===== src/rtl/l1_refill_pkg.sv =====
// l1_refill_pkg: shared types for the L1 refill path.
//   BlockPos      - packed (x,y,z) block position inside the store
//   BlockType     - block type code returned by the backing store
//   LANES_DEFAULT - default number of L1 lookup lanes
package l1_refill_pkg;

    localparam int LANES_DEFAULT = 4;
    localparam int POS_W         = 4;

    typedef struct packed {
        logic [POS_W-1:0] x;
        logic [POS_W-1:0] y;
        logic [POS_W-1:0] z;
    } BlockPos;

    typedef logic [7:0] BlockType;

endpackage


===== src/rtl/l1_refill_if.sv =====
// l1_refill_if: miss / block-store / fill bundle between the L1 lanes,
// the refill engine and the backing block store.
//   miss_valid/miss_addr/miss_ready - per-lane miss handshake
//   mem_en/mem_addr/mem_rdata       - fixed-latency block-store read port
//   fill_valid/addr/data/lanes      - one-cycle fill pulse back to the L1
// master: the L1 + block store side.  slave: the refill engine.
interface l1_refill_if
    import l1_refill_pkg::*;
#(
    parameter int LANES = LANES_DEFAULT
) ();

    logic    [LANES-1:0] miss_valid;
    BlockPos [LANES-1:0] miss_addr;
    logic    [LANES-1:0] miss_ready;

    logic     mem_en;
    BlockPos  mem_addr;
    BlockType mem_rdata;

    logic             fill_valid;
    BlockPos          fill_addr;
    BlockType         fill_data;
    logic [LANES-1:0] fill_lanes;

    modport master (
        output miss_valid, miss_addr, mem_rdata,
        input  miss_ready, mem_en, mem_addr,
        input  fill_valid, fill_addr, fill_data, fill_lanes
    );

    modport slave (
        input  miss_valid, miss_addr, mem_rdata,
        output miss_ready, mem_en, mem_addr,
        output fill_valid, fill_addr, fill_data, fill_lanes
    );

endinterface


===== src/rtl/l1_refill_rr_arbiter.sv =====
// rr_arbiter: round-robin winner selection.
//   clk_in, rst_in - clock, synchronous active-high reset
//   req            - request mask
//   gnt            - one-hot grant (zero when req is zero)
// Priority starts at the lane after the last winner; the pointer only
// moves when a grant is issued. Reset makes lane 0 the top priority.
module rr_arbiter #(
    parameter int N = 4
) (
    input  logic         clk_in,
    input  logic         rst_in,
    input  logic [N-1:0] req,
    output logic [N-1:0] gnt
);

    localparam int PW = (N > 1) ? $clog2(N) : 1;

    logic [PW-1:0] last;
    logic          found;

    // First pass: lanes above the last winner; second pass wraps to 0.
    always_comb begin
        gnt   = '0;
        found = 1'b0;
        for (int i = 0; i < N; i++) begin
            if (!found && req[i] && (i > int'(last))) begin
                gnt[i] = 1'b1;
                found  = 1'b1;
            end
        end
        for (int i = 0; i < N; i++) begin
            if (!found && req[i] && (i <= int'(last))) begin
                gnt[i] = 1'b1;
                found  = 1'b1;
            end
        end
    end

    always_ff @(posedge clk_in) begin
        if (rst_in) begin
            last <= PW'(N - 1);
        end else begin
            for (int i = 0; i < N; i++) begin
                if (gnt[i]) last <= PW'(i);
            end
        end
    end

endmodule


===== src/rtl/l1_refill.sv =====
// l1_refill: coalescing refill engine between L1 lookup lanes and a
// fixed-latency block store.
//   clk_in, rst_in - clock, synchronous active-high reset
//   bus (slave)    - miss handshake, block-store read port, fill output
// Misses to one address are coalesced in the grant cycle and merged into
// an in-flight read while it is outstanding, so each address is read once
// and filled once with the mask of every lane it satisfies.
module l1_refill
    import l1_refill_pkg::*;
#(
    parameter int LANES       = LANES_DEFAULT,
    parameter int MEM_LATENCY = 2
) (
    input  logic        clk_in,
    input  logic        rst_in,
    l1_refill_if.slave  bus
);

    // Stage 0 holds an entry the cycle its read is on mem_en; the last
    // stage is the cycle its data is on mem_rdata.
    localparam int DEPTH = MEM_LATENCY + 1;

    logic    [DEPTH-1:0]            st_vld;
    BlockPos [DEPTH-1:0]            st_addr;
    logic    [DEPTH-1:0][LANES-1:0] st_mask;

    logic [DEPTH-1:0][LANES-1:0] hit;
    logic [LANES-1:0]            merged;
    logic [LANES-1:0]            req;
    logic [LANES-1:0]            gnt;
    logic [LANES-1:0]            coal;
    logic                        any_gnt;
    BlockPos                     win_addr;

    // Lanes matching an outstanding read join it instead of competing.
    always_comb begin
        hit    = '0;
        merged = '0;
        for (int s = 0; s < DEPTH; s++) begin
            for (int l = 0; l < LANES; l++) begin
                hit[s][l] = !rst_in && bus.miss_valid[l] && st_vld[s] &&
                            (bus.miss_addr[l] == st_addr[s]);
                merged[l] = merged[l] | hit[s][l];
            end
        end
    end

    assign req = bus.miss_valid & ~merged & {LANES{!rst_in}};

    rr_arbiter #(.N(LANES)) u_arb (
        .clk_in (clk_in),
        .rst_in (rst_in),
        .req    (req),
        .gnt    (gnt)
    );

    assign any_gnt = |gnt;

    always_comb begin
        win_addr = '0;
        for (int l = 0; l < LANES; l++) begin
            if (gnt[l]) win_addr = bus.miss_addr[l];
        end
    end

    // Every competing lane asking for the winner's address rides along.
    always_comb begin
        coal = '0;
        for (int l = 0; l < LANES; l++) begin
            coal[l] = req[l] && any_gnt && (bus.miss_addr[l] == win_addr);
        end
    end

    assign bus.miss_ready = merged | coal;

    always_ff @(posedge clk_in) begin
        if (rst_in) begin
            st_vld         <= '0;
            st_addr        <= '0;
            st_mask        <= '0;
            bus.mem_en     <= 1'b0;
            bus.mem_addr   <= '0;
            bus.fill_valid <= 1'b0;
            bus.fill_addr  <= '0;
            bus.fill_data  <= '0;
            bus.fill_lanes <= '0;
        end else begin
            st_vld[0]  <= any_gnt;
            st_addr[0] <= win_addr;
            st_mask[0] <= coal;
            // Merges land on the entry as it advances, including the one
            // leaving the last stage for the fill register.
            for (int s = 1; s < DEPTH; s++) begin
                st_vld[s]  <= st_vld[s-1];
                st_addr[s] <= st_addr[s-1];
                st_mask[s] <= st_mask[s-1] | hit[s-1];
            end

            bus.mem_en   <= any_gnt;
            bus.mem_addr <= win_addr;

            bus.fill_valid <= st_vld[DEPTH-1];
            if (st_vld[DEPTH-1]) begin
                bus.fill_addr  <= st_addr[DEPTH-1];
                bus.fill_data  <= bus.mem_rdata;
                bus.fill_lanes <= st_mask[DEPTH-1] | hit[DEPTH-1];
            end else begin
                bus.fill_addr  <= '0;
                bus.fill_data  <= '0;
                bus.fill_lanes <= '0;
            end
        end
    end

endmodule


===== src/flat_wrapper.sv =====
// flat-port wrapper written by rule: the top's interface ports become plain ports
module l1_refill_flat import l1_refill_pkg::*;
#(
    parameter int LANES       = LANES_DEFAULT,
    parameter int MEM_LATENCY = 2
)
  (clk_in, rst_in, bus_miss_valid, bus_miss_addr, bus_mem_rdata, bus_miss_ready, bus_mem_en, bus_mem_addr, bus_fill_valid, bus_fill_addr, bus_fill_data, bus_fill_lanes);
  l1_refill_if #(.LANES(LANES)) bus_i ();
  input  logic clk_in;
  input  logic rst_in;
  input wire logic [$bits(bus_i.miss_valid)-1:0] bus_miss_valid;
  input wire logic [$bits(bus_i.miss_addr)-1:0] bus_miss_addr;
  input wire logic [$bits(bus_i.mem_rdata)-1:0] bus_mem_rdata;
  output wire logic [$bits(bus_i.miss_ready)-1:0] bus_miss_ready;
  output wire logic [$bits(bus_i.mem_en)-1:0] bus_mem_en;
  output wire logic [$bits(bus_i.mem_addr)-1:0] bus_mem_addr;
  output wire logic [$bits(bus_i.fill_valid)-1:0] bus_fill_valid;
  output wire logic [$bits(bus_i.fill_addr)-1:0] bus_fill_addr;
  output wire logic [$bits(bus_i.fill_data)-1:0] bus_fill_data;
  output wire logic [$bits(bus_i.fill_lanes)-1:0] bus_fill_lanes;
  assign bus_i.miss_valid = bus_miss_valid;
  assign bus_i.miss_addr = bus_miss_addr;
  assign bus_i.mem_rdata = bus_mem_rdata;
  assign bus_miss_ready = bus_i.miss_ready;
  assign bus_mem_en = bus_i.mem_en;
  assign bus_mem_addr = bus_i.mem_addr;
  assign bus_fill_valid = bus_i.fill_valid;
  assign bus_fill_addr = bus_i.fill_addr;
  assign bus_fill_data = bus_i.fill_data;
  assign bus_fill_lanes = bus_i.fill_lanes;
  l1_refill #(.LANES(LANES), .MEM_LATENCY(MEM_LATENCY)) u_core (.clk_in(clk_in), .rst_in(rst_in), .bus(bus_i));
endmodule

===== config.mk =====
export PLATFORM = sky130hd
export DESIGN_NAME = l1_refill_flat
export DESIGN_NICKNAME = d
export VERILOG_FILES = /design/src/rtl/l1_refill_pkg.sv /design/src/rtl/l1_refill_if.sv /design/src/rtl/l1_refill_rr_arbiter.sv /design/src/rtl/l1_refill.sv /design/src/flat_wrapper.sv
export SDC_FILE = /design/constraint.sdc
export NUM_CORES = 1
export LEC_CHECK = 0
export CAP_MARGIN = 20
export CORE_UTILIZATION = 54
export CTS_CLUSTER_DIAMETER = 100
export DETAILED_ROUTE_END_ITERATION = 6
export GPL_ROUTABILITY_DRIVEN = 0
export GPL_TIMING_DRIVEN = 0
export PLACE_DENSITY_LB_ADDON = 0.05
export SYNTH_ARGS = -nofsm -noshare
export SYNTH_HDL_FRONTEND = slang
export SYNTH_SLANG_ARGS = --single-unit
export TNS_END_PERCENT = 30

===== constraint.sdc =====
create_clock -name clk_in -period 7.8 [get_ports clk_in]
set_input_delay 1.95 -clock clk_in [delete_from_list [all_inputs] [get_ports clk_in]]
set_output_delay 1.95 -clock clk_in [all_outputs]
set_load 0.05 [all_outputs]

* Word-level counts from Yosys, hierarchy flattened
Index checks and enable logic that the tools add are counted.
W data, S select, Z words.
** Cells by class
- Magnitude comparators :: 6
- Equality and inequality tests :: 16
- Multiplexer cells :: 19
- Bitwise logic cells :: 16
- Reductions and logical operators :: 61
** Operators with widths (number)
- $eq A12 B12 Y1 :: 16
- $logic_and A1 B1 Y1 :: 48
- $mux W12 :: 4
- $or A4 B4 Y4 :: 4
- $mux W1 :: 13
- $and A4 B4 Y4 :: 2
- $or A1 B1 Y1 :: 8
- $logic_not A1 Y1 :: 7
- $gt A2 B2 Y1 const A :: 2
- $le A2 B2 Y1 const A :: 2
- $mux W2 :: 2
- $not A4 Y4 :: 1
- $reduce_or A2 Y1 :: 2
- $reduce_or A4 Y1 :: 1
- $reduce_bool A3 Y1 :: 1
- $reduce_or A3 Y1 :: 1
- $gt A1 B2 Y1 const A :: 1
- $le A1 B2 Y1 const A :: 1
- $reduce_bool A2 Y1 :: 1
- $not A1 Y1 :: 1
** Storage, ports and cells
- Register bits :: 79
- Input port bits :: 62
- Output and inout port bits :: 42
- Logic and storage cells :: 140

* Longest topological paths before layout
- Depth in word-level cells :: 38
- Depth in mapped cells :: 14
- Depth with buffers taken out :: 11

* By module
From an unflattened synthesis, not the netlist that was laid out.
** Second synthesis, totals
- Cells, all modules :: 714
- Area total of the unflattened synthesis :: 5764.3 um2
** By module, submodules not included
- l1_refill :: instances 1, cells each 685, area an instance 5541.6 um2, sequential area each 1521.5 um2
- rr_arbiter :: instances 1, cells each 29, area an instance 222.7 um2, sequential area each 40.0 um2

* Least setup slack after synthesis
Ideal clock, no wire load.
- Path type :: input to output
- Start point :: in bus_miss_addr[6]
- End point :: out bus_miss_ready[0]
- Data arrival time :: 5.893 ns
- Data required time :: 5.850 ns
- Path slack :: -0.043 ns
- Cell stages on the path :: 13
- Path buffers :: 2
- Cell sequence :: clkbuf_1 -> xnor2_1 -> nand4_1 -> nor4_2 -> a211oi_2 -> a211oi_2 -> o21a_1 -> clkbuf_1 -> a221oi_1 -> o21a_1 -> xnor2_1 -> or4_1 -> o31ai_1
** On the way
- Longest elaborated chain between the ends :: 25
- Elaborated cells between the ends (all ways) :: 37
- Those cells by class :: 4 x eq/ne; 11 x mux; 6 x bitwise; 16 x reduce/logical
** Ends and longest elaborated chain
- from (decl) :: line flat_wrapper.sv:12 : input wire logic [$bits(bus_i.miss_addr)-1:0] bus_miss_addr;
- $eq A12 B12 Y1 :: line l1_refill.sv:42 : (bus.miss_addr[l] == st_addr[s]);
- $logic_and A1 B1 Y1 :: line l1_refill.sv:41 : hit[s][l] = !rst_in && bus.miss_valid[l] && st_vld[s] &&
- $or A1 B1 Y1 (2 in series) :: line l1_refill.sv:43 : merged[l] = merged[l] | hit[s][l];
- $not A4 Y4 :: line l1_refill.sv:48 : assign req = bus.miss_valid & ~merged & {LANES{!rst_in}};
- $and A4 B4 Y4 (2 in series) :: line l1_refill.sv:48
- $logic_and A1 B1 Y1 :: line l1_refill_rr_arbiter.sv:32 : if (!found && req[i] && (i <= int'(last))) begin
- $mux W1 :: line l1_refill_rr_arbiter.sv:32
- $logic_not A1 Y1 :: line l1_refill_rr_arbiter.sv:32
- [... 6 more ...]
- $mux W1 :: line l1_refill_rr_arbiter.sv:32
- $logic_not A1 Y1 :: line l1_refill_rr_arbiter.sv:32
- $logic_and A1 B1 Y1 (2 in series) :: line l1_refill_rr_arbiter.sv:32
- $mux W1 :: line l1_refill_rr_arbiter.sv:32
- $mux W12 or $reduce_or A4 Y1 (tied branches) :: line l1_refill.sv:62, l1_refill.sv:57
- $eq A12 B12 Y1 or $logic_and A1 B1 Y1 (tied branches) :: line l1_refill.sv:70 : coal[l] = req[l] && any_gnt && (bus.miss_addr[l] == win_addr);
- $logic_and A1 B1 Y1 :: line l1_refill.sv:70
- $or A4 B4 Y4 * :: line l1_refill.sv:74 : assign bus.miss_ready = merged | coal;
- to (decl) :: line flat_wrapper.sv:14 : output wire logic [$bits(bus_i.miss_ready)-1:0] bus_miss_ready;
Mark *: on every way between the ends. The rest lies on a longest branch, timed or not.

* Worst setup path after layout
- Start point :: in bus_miss_addr[3]
- End point :: out bus_miss_ready[1]
** On the way
- Longest elaborated chain between the ends :: 25
- Elaborated cells between the ends (all ways) :: 37
- Those cells by class :: 4 x eq/ne; 11 x mux; 6 x bitwise; 16 x reduce/logical
** Ends and longest elaborated chain (line)
- $eq A12 B12 Y1 :: l1_refill.sv:42
- $logic_and A1 B1 Y1 :: l1_refill.sv:41
- $or A1 B1 Y1 (2 in series) :: l1_refill.sv:43
- $not A4 Y4 :: l1_refill.sv:48
- $and A4 B4 Y4 (2 in series) :: l1_refill.sv:48
- $logic_and A1 B1 Y1 :: l1_refill_rr_arbiter.sv:32
- $mux W1 :: l1_refill_rr_arbiter.sv:32
- $logic_not A1 Y1 :: l1_refill_rr_arbiter.sv:32
- [... 6 more ...]
- $mux W1 :: l1_refill_rr_arbiter.sv:32
- $logic_not A1 Y1 :: l1_refill_rr_arbiter.sv:32
- $logic_and A1 B1 Y1 (2 in series) :: l1_refill_rr_arbiter.sv:32
- $mux W1 :: l1_refill_rr_arbiter.sv:32
- $mux W12 or $reduce_or A4 Y1 (tied branches) :: l1_refill.sv:62, l1_refill.sv:57
- $eq A12 B12 Y1 or $logic_and A1 B1 Y1 (tied branches) :: l1_refill.sv:70
- $logic_and A1 B1 Y1 * :: l1_refill.sv:70
- $or A4 B4 Y4 * :: l1_refill.sv:74
Marked as above.

==> reports/results.txt <==
Status = complete, but fails checks
Violated checks = setup timing
Cell Count, Final, Fillers Out = 957
Netlist Area Pre-Place = 0.00596 mm²
N_diodes = 0
Die area = 0.0115 mm²
Post-Place Cells = 909
WS Path Type = in -> out
EDFF count, synth = 0
Number of synthesized register bits = 78
Post-synthesis sequential area ratio = 26.2%
Hold endpoint = u_core.bus.fill_lanes[0]$_SDFF_PP0_
Critical hold path startpoint = u_core.st_mask[8]$_SDFF_PP0_
Core Footprint = 0.0105 mm²
Yosys top cell area share = 26.2%
Syn avg cell area = 8.32 µm²
Worst r2r src = u_core.st_addr[15]$_SDFF_PP0_
Vias per cell = 6.17
CP endpoint kind = output pin
Final-report hold violation count = 0
Yosys Warn Count = 0
Total I/O pin count = 104
R2R Setup Slk = 3.74 ns
Antenna violation net count after detailed routing = 0
Starting Density = 56.7%
Synth Flop Type = dfxtp_1
Final Max Tran Viols = 0
TritonCTS buffer count = 9
Share of layout cells above drive strength 1 = 25.7%
Hold WC Path Type = reg -> reg
Total GRT Usage = 37.1%
First-pass GRT wire length = 31400 µm
Pre-CTS setup slack = -1.95 ns
Pwr Density = 169 mW/mm²
Worst flop-to-flop path endpoint = u_core.st_mask[0]$_SDFF_PP0_
Final setup viols = 2
Clock slew at reported path FFs = 0.09 ns
Die Wd = 107 µm
Max VDD drop = 117 µV
Commonest non-fill, non-tap cells in the layout = 154 x xnor2_1, 80 x buf_2, 78 x dfxtp_1
I/O Buffers = 56
Unique masters post-synth = 69
Crit path required time = 5.85 ns
First-pass DRT Iterations = 6
R2R depth = 14
# clock sinks = 78
Leak Pwr = 2.90 nW
CTS root buffer = clkbuf_8
Site row count = 37
Post-synthesis cell count = 717
H-tree level count = 3
Detailed Route Iter0 Violations = 622
Setup repair after global routing missed its margin = true
Commonest non-fill, non-tap cell in the layout = xnor2_1
Largest net degree at the start of global routing = 16
Critical Path AT = 5.91 ns
Max_slew headroom = 39.0%
Post-route DRC = 0
Fin nets = 878
Largest area contributor in the netlist = dfxtp_1
DR WL/cell = 21.9 µm
CP Max Fanout = 8
Skew-Pair Late Insertion Delay = 0.37 ns
DP Wirelength = 15300 µm
Vias = 5902
Min Tclk post-route = 7.86 ns
Clk_skew = 0.0171 ns
Number of global-route vias before repair = 5693
Initial antenna violation count = 0
Layout Area Growth over Synthesis = 24.5%
Worst setup slack after layout = -0.0610 ns
Ranking of synthesized cells by area = dfxtp_1 26%, xnor2_1 23%, buf_2 6.8%, nor2b_1 3.3%, nand3_1 3.2%
Total wire length = 21000 µm
Grt ovf = 0
Critical Path Start Type = input pin
Period utilisation layout = 101%
Asr flop ratio synth = 0%
Worst-Margin Slew = 0.912 ns
Hold depth = 1
# hold bufs at CTS = 0
MaxCap Viol Count = 0
Max clock buf depth = 2
TritonCTS clock tree = yes
F_max = 0.127 GHz
Die height = 107 µm
Net Count, Synth = 779
## per-stage QoR
stage	cell area (µm²)	setup TNS (ns)	power (W)	utilization, %	hold WS, ns
floorplan	5970	0	0.000783	-	0.413
global placement	6700	-6.34	0.000885	63.7	0.426
detailed placement	6700	-6.80	0.000895	63.7	0.428
CTS	7360	0	0.00123	70.0	0.450
global route	7420	-0.103	0.00130	70.7	0.472
finish	7420	-0.121	0.00125	70.7	0.445
## logic make-up after synthesis
kind of cell | share of synthesized area (%)
and+or+nand+nor | 22.6
xor gates and xnor gates | 24.4
buffers and inverters | 11.5
AOI/OAI and AO/OA | 14.8
DFF | 26.2
muxes | 0.504
## power by group
part,internal (W),switching (W),total [W],leakage [nW]
combinational,0.000209,0.000288,0.000497,2.16
sequential,0.000422,0.0000109,0.000433,0.638
clock,0.000153,0.000172,0.000325,0.103
total,0.000784,0.000471,0.00125,2.90
## repair_timing
action,4_1_cts,5_1_grt
gates resized for setup,74,21
endpoints found under the setup margin,4,4
buffers inserted,31,5
pin swaps,21,11
gates cloned,0,0
endpoints found under the hold margin,0,0
## sequential cells by signal, indices dropped and copies added, names as in the netlist
signal / cells
u_core.st_addr: 24
u_core.bus.fill_data: 8
u_core.bus.fill_valid: 1
u_core.st_vld: 3
u_core.bus.fill_addr: 12
u_core.bus.fill_lanes: 4
u_core.st_mask: 12
u_core.bus.mem_addr: 12
u_core.u_arb.last: 2
## area by class of cell
cell class | instances | area (µm²)
Buffer | 111 | 634
Clock buffer | 9 | 124
Clock inverter | 7 | 80.1
Fill cell | 839 | 3080
Inverter | 17 | 63.8
Multi-Input combinational cell | 507 | 3950
Sequential cell | 78 | 1560
Tap cell | 136 | 170
Timing Repair Buffer | 92 | 845
## routing by layer
| layer | up-vias | global-route usage, % | wire (µm) |
|---|---|---|---|
| li1 | 2604 | - | - |
| met1 | 2725 | 45.2 | 7760 |
| met5 | - | 0 | 0 |
| met2 | 457 | 58.4 | 9400 |
| met3 | 116 | 7.54 | 2350 |
| met4 | 0 | 25.5 | 1490 |
## Yosys cell counts (3+ instances only)
cell and instances:
a22oi_1 3, dfxtp_1 78, buf_4 13, clkbuf_1 15
nor2_1 24, o211ai_1 11, nor4_4 3, a221o_1 3
nand4_1 25, or4_1 3, and3_1 12, a211oi_1 10
buf_2 81, xor2_1 12, a31o_2 5, nor4_2 6
a21oi_1 20, o21a_1 7, o21ai_0 16, nor2b_1 31
inv_1 17, nor3_1 7, o22ai_1 6, a21boi_0 4
buf_6 5, and2_1 29, a31oi_1 3, xnor2_1 154
nand3_1 38, mux2i_1 3, a32oi_1 3, nor4_1 6
nand2_1 17
## critical path, stage by stage
cell      delay (ns)
buf_2           0.17
xnor2_1         0.25
nand4_1         0.24
nor4_2          0.51
a211oi_4        0.13
a211o_1         0.34
buf_6           0.14
a21o_4          0.22
a31o_4          0.23
and3_1          0.18
or4_4           0.51
or4b_4          0.56
o31ai_4         0.28
buf_6           0.19
## worst max path at each step
| stage | startpoint | to | slack (ns) | depth (start not counted) |
|---|---|---|---|---|
| after floorplan | bus_miss_addr[6] | bus_miss_ready[3] | 0.08 | 14 |
| after global placement | rst_in | bus_miss_ready[1] | -1.80 | 15 |
| after detailed placement | rst_in | bus_miss_ready[1] | -1.95 | 15 |
| after CTS | bus_miss_valid[1] | bus_miss_ready[1] | 0.002 | 15 |
| after global routing | bus_miss_valid[1] | bus_miss_ready[1] | -0.09 | 14 |
| final | bus_miss_addr[3] | bus_miss_ready[1] | -0.06 | 14 |
(Power assumes the default switching activity.)
